==> config.mk <==
export PLATFORM = sky130hd
export DESIGN_NAME = vga_out_stage
export DESIGN_NICKNAME = d
export VERILOG_FILES = /design/src/rtl/vga_out_stage.sv
export SDC_FILE = /design/constraint.sdc
export NUM_CORES = 1
export LEC_CHECK = 0
export CORE_UTILIZATION = 47
export DETAILED_ROUTE_END_ITERATION = 10
export PLACE_DENSITY = 0.9
export SYNTH_ARGS = -nofsm -noshare
export SYNTH_HDL_FRONTEND = slang
export SYNTH_SLANG_ARGS = --single-unit
==> constraint.sdc <==
create_clock -name vclock -period 2.4 [get_ports vclock]
set_input_delay 0.72 -clock vclock [delete_from_list [all_inputs] [get_ports vclock]]
set_output_delay 0.72 -clock vclock [all_outputs]
set_load 0.05 [all_outputs]
==> src/rtl/vga_out_stage.sv <==
`timescale 1ns/1ps
// -----------------------------------------------------------------------------
// vga_out_stage
//
// Last stage in front of the VGA connector. The pixel stream reaches this block
// SYNC_DELAY cycles after the matching hcount/vcount/sync/blank, because the
// sprite ROMs add pipeline stages. This block delays the syncs and blank so
// that they leave together with their pixel. It also:
//   - truncates each 8-bit colour channel to a 4-bit DAC value,
//   - forces black during blanking,
//   - runs a frame-synchronous full-screen flash (hit/miss feedback),
//   - counts completed frames.
//
// Parameters
//   SYNC_DELAY    cycles by which pixel lags the timing signals (1..15)
//   FLASH_FRAMES  number of frames a flash lasts (1..255)
//
// Ports
//   vclock        pixel clock (65 MHz XVGA)
//   reset         synchronous, active-high
//   hcount        horizontal pixel index, 11 bits
//   vcount        line index, 10 bits
//   hsync_in      active-low hsync from the timing generator
//   vsync_in      active-low vsync from the timing generator
//   blank_in      1 = position not visible
//   pixel         {R8,G8,B8}, SYNC_DELAY cycles behind hcount
//   flash_req     one-cycle request to start a flash
//   flash_color   0 red, 1 green, 2 white, 3 black; sampled with flash_req
//   vga_r/g/b     4-bit DAC outputs
//   vga_hs/vs     active-low syncs to the connector
//   frame_count   completed frames, wraps at 16 bits
//   flash_active  high while the flash machine is in FLASHING
// -----------------------------------------------------------------------------
module vga_out_stage #(
    parameter int SYNC_DELAY   = 3,
    parameter int FLASH_FRAMES = 8
) (
    input  logic        vclock,
    input  logic        reset,
    input  logic [10:0] hcount,
    input  logic [9:0]  vcount,
    input  logic        hsync_in,
    input  logic        vsync_in,
    input  logic        blank_in,
    input  logic [23:0] pixel,
    input  logic        flash_req,
    input  logic [1:0]  flash_color,
    output logic [3:0]  vga_r,
    output logic [3:0]  vga_g,
    output logic [3:0]  vga_b,
    output logic        vga_hs,
    output logic        vga_vs,
    output logic [15:0] frame_count,
    output logic        flash_active
);

    typedef enum logic [1:0] {
        ST_IDLE     = 2'd0,
        ST_ARMED    = 2'd1,
        ST_FLASHING = 2'd2
    } flash_state_t;

    // First cycle of vertical blank. Nothing visible is in flight here, so
    // every flash/display change made on this cycle is invisible on screen.
    logic frame_tick;
    assign frame_tick = (hcount == 11'd0) && (vcount == 10'd768);

    // Flash colour decode to 12-bit {R4,G4,B4}.
    function automatic logic [11:0] flash_rgb(input logic [1:0] sel);
        logic [11:0] rgb;
        case (sel)
            2'd0:    rgb = 12'hF00;
            2'd1:    rgb = 12'h0F0;
            2'd2:    rgb = 12'hFFF;
            default: rgb = 12'h000;
        endcase
        return rgb;
    endfunction

    // -------------------------------------------------------------------------
    // Sync/blank delay line. Each tap holds {blank, vsync, hsync}. Reset fills
    // it with "inactive sync, blanked" so the screen stays black until real
    // timing data has walked through.
    // -------------------------------------------------------------------------
    logic [2:0] sync_dly_reg [SYNC_DELAY];

    always_ff @(posedge vclock) begin
        if (reset) begin
            for (int i = 0; i < SYNC_DELAY; i++) begin
                sync_dly_reg[i] <= 3'b111;
            end
        end else begin
            for (int i = SYNC_DELAY - 1; i > 0; i--) begin
                sync_dly_reg[i] <= sync_dly_reg[i - 1];
            end
            sync_dly_reg[0] <= {blank_in, vsync_in, hsync_in};
        end
    end

    logic hs_dly;
    logic vs_dly;
    logic blank_dly;
    assign hs_dly    = sync_dly_reg[SYNC_DELAY - 1][0];
    assign vs_dly    = sync_dly_reg[SYNC_DELAY - 1][1];
    assign blank_dly = sync_dly_reg[SYNC_DELAY - 1][2];

    // -------------------------------------------------------------------------
    // Flash state machine.
    //
    // The display side (disp_flash_reg/disp_color_reg) only changes on a frame
    // tick, while the request side (state/color) reacts at once. This is what
    // lets a retriggered flash finish its current frame in the old colour even
    // though the machine has already gone back to ARMED.
    // -------------------------------------------------------------------------
    flash_state_t state_reg;
    logic [7:0]   frames_left_reg;
    logic [1:0]   color_reg;
    logic         disp_flash_reg;
    logic [1:0]   disp_color_reg;

    always_ff @(posedge vclock) begin
        if (reset) begin
            state_reg       <= ST_IDLE;
            frames_left_reg <= 8'd0;
            color_reg       <= 2'd0;
            disp_flash_reg  <= 1'b0;
            disp_color_reg  <= 2'd0;
            flash_active    <= 1'b0;
            frame_count     <= 16'd0;
        end else begin
            if (frame_tick) begin
                frame_count <= frame_count + 16'd1;
            end

            if (flash_req) begin
                // A request always wins, even against a tick on the same cycle.
                state_reg    <= ST_ARMED;
                color_reg    <= flash_color;
                flash_active <= 1'b0;
                if (frame_tick) begin
                    disp_flash_reg <= 1'b0;
                end
            end else if (frame_tick) begin
                case (state_reg)
                    ST_ARMED: begin
                        state_reg       <= ST_FLASHING;
                        frames_left_reg <= 8'(FLASH_FRAMES);
                        flash_active    <= 1'b1;
                        disp_flash_reg  <= 1'b1;
                        disp_color_reg  <= color_reg;
                    end
                    ST_FLASHING: begin
                        if (frames_left_reg == 8'd1) begin
                            state_reg       <= ST_IDLE;
                            frames_left_reg <= 8'd0;
                            flash_active    <= 1'b0;
                            disp_flash_reg  <= 1'b0;
                        end else begin
                            frames_left_reg <= frames_left_reg - 8'd1;
                        end
                    end
                    ST_IDLE: begin
                        disp_flash_reg <= 1'b0;
                    end
                    default: begin
                        state_reg      <= ST_IDLE;
                        flash_active   <= 1'b0;
                        disp_flash_reg <= 1'b0;
                    end
                endcase
            end
        end
    end

    // -------------------------------------------------------------------------
    // Per-channel extraction and flash blend. Channel 0 = R, 1 = G, 2 = B.
    // Blend adds the top three bits of the pixel nibble and of the flash
    // nibble; 7 + 7 = 14 is the maximum, so the 4-bit sum cannot overflow.
    // -------------------------------------------------------------------------
    logic [11:0] disp_rgb;
    logic [3:0]  chan_next [3];

    assign disp_rgb = flash_rgb(disp_color_reg);

    genvar gi;
    generate
        for (gi = 0; gi < 3; gi++) begin : g_chan
            logic [3:0] pix_nib;
            logic [3:0] col_nib;
            logic [3:0] blend;

            assign pix_nib = pixel[23 - 8*gi -: 4];
            assign col_nib = disp_rgb[11 - 4*gi -: 4];
            assign blend   = {1'b0, pix_nib[3:1]} + {1'b0, col_nib[3:1]};

            assign chan_next[gi] = blank_dly      ? 4'd0  :
                                   disp_flash_reg ? blend : pix_nib;
        end
    endgenerate

    // -------------------------------------------------------------------------
    // Output register: syncs come from the end of the delay line, the pixel
    // directly from its input, so both describe the same screen position.
    // -------------------------------------------------------------------------
    always_ff @(posedge vclock) begin
        if (reset) begin
            vga_r  <= 4'd0;
            vga_g  <= 4'd0;
            vga_b  <= 4'd0;
            vga_hs <= 1'b1;
            vga_vs <= 1'b1;
        end else begin
            vga_r  <= chan_next[0];
            vga_g  <= chan_next[1];
            vga_b  <= chan_next[2];
            vga_hs <= hs_dly;
            vga_vs <= vs_dly;
        end
    end

endmodule

# --- After elaboration in Yosys (flattened, before gate mapping) ---
# Memory sizes are Yosys's and may differ from the RTL's.
# Index checks and enable logic that the tools add are counted.
totals:
  register_bits: 46
  ramBits: 9
  in_bits: 53
  wordCells: 68
  mem_count: 1
memory_table:
  columns: ["name", "words", "word_bits", "read_ports", "rd_ports_with_merged_regs", "write_ports", "line_no", "text"]
  rows:
  - ["sync_dly_reg", 3, 3, 3, 0, 3, "85", "logic [2:0] sync_dly_reg [SYNC_DELAY];"]
op_classes:
  n_addsub: 5
  eq_ne: 9
  muxes: 22
  n_bitwise: 5
  reduce_logical: 13
op_table:
  columns: ["operator", "count"]
  rows:
  - ["12-bit case mux with 3 select lines", 1]
  - ["16-bit by 1-bit adder with 16-bit output (second input constant)", 1]
  - ["8-bit case mux with 2 select lines", 1]
  - ["3-bit by 3-bit adder with 4-bit output", 3]
  - ["4-bit 2-to-1 mux", 3]
  - ["3-bit AND reduction", 4]
  - ["11-bit logical NOT", 1]
  - ["10-bit == test (second input constant)", 1]
  - ["1-bit 2-to-1 mux", 9]
  - ["3-bit 2-to-1 mux", 3]
  - ["8-bit by 1-bit == test with 1-bit output (second input constant)", 1]
  - ["8-bit 2-to-1 mux", 1]
  - ["8-bit by 1-bit subtractor with 8-bit output (second input constant)", 1]
  - ["2-bit case mux with 3 select lines", 1]
  - ["2-bit by 1-bit == test with 1-bit output (second input constant)", 2]
  - ["2-bit == test (second input constant)", 2]
  - ["2-bit logical NOT", 2]
  - ["2-bit inequality test (second input constant)", 2]
  - ["2-bit nonzero test", 2]
  - ["2-bit OR reduction", 2]
  - ["3-bit inequality test (second input constant)", 1]
  - ["1-bit OR", 3]
  - ["1-bit case mux with 3 select lines", 1]
  - ["2-bit 2-to-1 mux", 1]
  - ["4 further kinds", 5]

# --- Depth between registers and ports, before layout ---
depth:
  word_depth: 5
  mapped_depth: 9
  mapped_depth_nobuf: 9

# --- Least setup slack after synthesis ---
# Ideal clock, no wire load.
synth_timing:
  path_kind: "in2reg"
  startpoint: "input vcount[7]"
  endpoint: "register flash_active"
  setup_ns: 0.130
  t_arrival_ns: 1.932
  path_slack_ns: 0.339
  path_stages: 5
  n_path_buf: 0
  path_cell_list: "nor3b_1 > nand4_4 > or4_4 > mux2i_1 > nor3_1"
synth_between:
  elab_chain_cells: 3
synth_lines:
  columns: ["item", "line_no", "text"]
  rows:
  - ["from (decl)", "41", "input logic [9:0] vcount,"]
  - ["10-bit == test", "66", "assign frame_tick = (hcount == 11'd0) && (vcount == 10'd768);"]
  - ["1-bit logical AND", "66", null]
  - ["3-bit AND reduction (no line)", null, null]
  - ["to (signal assigned)", "128", "flash_active <= 1'b0;"]
  - ["to (signal assigned)", "139", "flash_active <= 1'b0;"]
  - ["to (signal assigned)", "148", "flash_active <= 1'b1;"]
  - ["to (decl)", "54", "output logic flash_active"]
# No other way between the ends.
# A chain may end at the register's enable or synchronous reset.

# --- Worst setup path after layout ---
layout_timing:
  startpoint: "register frame_count[7]"
  endpoint: "output frame_count[7]"
layout_rtl:
  columns: ["item", "line_no", "text"]
  rows:
  - ["from (decl)", "53", "output logic [15:0] frame_count,"]
  - ["from (signal assigned)", "132", "frame_count <= frame_count + 16'd1;"]
# No word-level cell between the ends.

==> flow_summary.json <==
{
  "fin_crit_ns": 2.354,
  "max_freq_mhz": 424.8,
  "combPwrFrac": 0.101,
  "period_share": 0.9808,
  "cts_root_buf": "clkbuf_8",
  "place_area_um2": 3603,
  "syn_inst": 291,
  "grt_pass1_wl_mm": 9.356,
  "antenna_found_initial": 0,
  "post_cts_resized": 0,
  "num-fill-cells": 456,
  "max-slew-margin-rel": 0.4702,
  "core_um2": 5574,
  "cts.path.max_buffers": 2,
  "cts_made_buffers": 5,
  "fin_setup_tns_ns": 0,
  "wl_met2_mm": 2.869,
  "largest_register_ffs": 16,
  "die_area_um2": 6161,
  "final_util": 0.6660,
  "clk_latency_ns": 0.31,
  "power_density_nw_per_um2": 433.7,
  "max_stage_delay_ns": 0.87,
  "wl_met1_mm": 2.342,
  "hold_viol": 0,
  "hp-class": "flip-flop to flip-flop",
  "gp_congestion": 0.7890,
  "synth-seq-cells": 54,
  "ir_worst_vdd_mv": 0.2383,
  "maxUsedRoutingLayer": "met4",
  "clkPwrFrac": 0.333,
  "cp_num_buf_inv": 1,
  "worst_pin_slew_ns": 0.7937,
  "netlist_area_um2": 2750,
  "swShare": 0.2428,
  "area_growth_pct": 34.99,
  "rsz0062_at_grt": "true",
  "p_leak_nw": 1.335,
  "cts_sinks": 54,
  "synth-edff-count": 0,
  "finish.instance_area_um2": 3712,
  "cts_tree": "yes",
  "worstSetupPathType": "flip-flop to output pin",
  "diodes": 0,
  "grt_max_degree": 25,
  "io_buffers": 71,
  "intPower_mw": 1.219,
  "nNetsFinal": 444,
  "postCtsSetupBuffers": 0,
  "met3_length_um": 261,
  "gr-total-overflow": 0,
  "setup_ws_ns": 0.04596,
  "critPathRequiredTime_ns": 1.68,
  "grt_pass1_vias": 2214,
  "io_pins": 84,
  "worst-endpoint-arrival_ns": 1.63,
  "maxCapViolCount": 0,
  "hold_buffers": 0,
  "num_vias": 2322,
  "first_pass_iters": 4,
  "num_rows": 27,
  "synthFlopType": "dfxtp_1",
  "postRouteAntennaNets": 0,
  "run_status": "complete, no violations",
  "die_x_um": 78.50,
  "grt.total_usage": 0.1928,
  "cpMaxStageDelayCell": "clkdlybuf4s50_1",
  "seq_area_frac_synth": 0.3931,
  "instances_no_fill": 444,
  "seq_power_share": 0.566,
  "drt_iter0_drc": 63,
  "avgSynthCellArea_um2": 9.451,
  "p_switching_uw": 390.8,
  "async_flop_share": 0,
  "ys_types": 43,
  "slew_viol_final": 0,
  "finalPower_mw": 1.610,
  "syn_nets": 364,
  "htree_levels": 2,
  "whs_ns": 0.4190,
  "fin_skew_ns": 0.009584,
  "cp_max_fo": 6,
  "post-route-drc-count": 0,
  "initial_utilization": 0.4934,
  "worstSetupStartpointType": "flip-flop",
  "critPathCaptureType": "output pin",
  "die_y_um": 78.50,
  "wire_per_inst_um": 12.53,
  "cpLargestDelayFamily": "buffers and inverters",
  "hpwl_mm": 4.318,
  "clkSlewWorstSetupHoldPaths_ns": 0.10,
  "pre_cts_ws_ns": -0.2354,
  "setup-violations-final": 0,
  "layout-drive-gt1-share": 0.1586,
  "yosys_warnings": 0,
  "vias_per_cell": 5.230,
  "crit_path_cell_trace": "clkdlybuf4s50_1",
  "wl_mm": 5.562,
  "post-place-cells": 436
}
==> placed cells by master, fill, tap and decap left out, drive strengths merged, types with 7 or more instances in the layout <==
cell and n:
a21oi 8, nand3 9, mux2i 13, or2 12, nor3 7, ha 18, nor2 47, dfxtp 54
clkdlybuf4s50 70, nor4 17, nand2 10, buf 15, inv 20, xnor2 22
==> worst reg2reg max path, stage by stage (launching register included) <==
cell      delay (ns)
dfxtp_1         0.38
inv_1           0.11
ha_1            0.22
o21bai_1        0.34
xnor2_1         0.17
ha_1            0.20
a21oi_1         0.05
mux2_2          0.27
a22oi_1         0.19
nor2_1          0.06
==> worst paths after layout <==
check / start / end / slack, ns / cells past startpoint
worst min-delay path: sync_dly_reg[0][7] / vga_vs / 0.42 / 1
worst min register to register: sync_dly_reg[0][7] / vga_vs / 0.42 / 1
worst max-delay path: frame_count[7] / frame_count[7] / 0.05 / 1
worst max register to register: disp_color_reg[0] / vga_r[2] / 0.32 / 9
==> cell type report <==
cell class | instances | area (µm²) | area share
well taps | 72 | 90.09 | 0.02427
multi-input cells | 205 | 1546 | 0.4166
clock buffers | 5 | 68.82 | 0.01854
inverters | 19 | 71.32 | 0.01921
flip-flops and latches | 54 | 1081 | 0.2912
repair buffers | 86 | 825.8 | 0.2224
clock inverters | 3 | 28.78 | 0.007752
==> power by group through the flow <==
stage          Sequential [mW]  Combinational [mW]  Clock (mW)
5_1_grt                  0.912               0.176       0.587
2_1_floorplan            0.940              0.0564           0
6_report                 0.911               0.163       0.536
3_3_place_gp             0.931               0.157           0
4_1_cts                  0.911               0.163       0.557
3_5_place_dp             0.932               0.162           0
==> logic make-up (layout without fill, tap and decap cells) <==
| family | after synthesis | count (layout) | synth area share |
|---|---|---|---|
| XOR/XNOR | 22 | 22 | 0.07006 |
| multiplexers | 14 | 14 | 0.05141 |
| adder cells (fa/ha/maj) | 20 | 20 | 0.09645 |
| AND/OR/NAND/NOR | 119 | 119 | 0.2680 |
| flip-flops | 54 | 54 | 0.3931 |
| AO/OA/AOI/OAI | 30 | 30 | 0.07325 |
| buffers and inverters | 32 | 113 | 0.04777 |
==> synthesized netlist by cell type (4+ instances only) <==
library cell   n  share of area
ha_1          18          0.082
inv_1         19          0.026
nand2_1       10          0.014
clkbuf_1      11          0.015
nor2_1        47          0.064
or2_2         12          0.027
nor3_1         7          0.013
nor4_2        11          0.050
a21oi_1        8          0.015
xnor2_1       22          0.070
o21ai_0        5         0.0091
dfxtp_1       54           0.39
nand3_1        9          0.016
mux2i_1       13          0.047
nor4_1         4         0.0091
==> routing by layer <==
| metal | vias to the layer above | track usage |
|---|---|---|
| met2 | 71 | 0.3561 |
| li1 | 1163 | - |
| met1 | 1079 | 0.2121 |
| met4 | 0 | 0.08333 |
| met5 | - | 0 |
| met3 | 9 | 0.03837 |
Note: power is estimated with default switching activity, not from simulation.
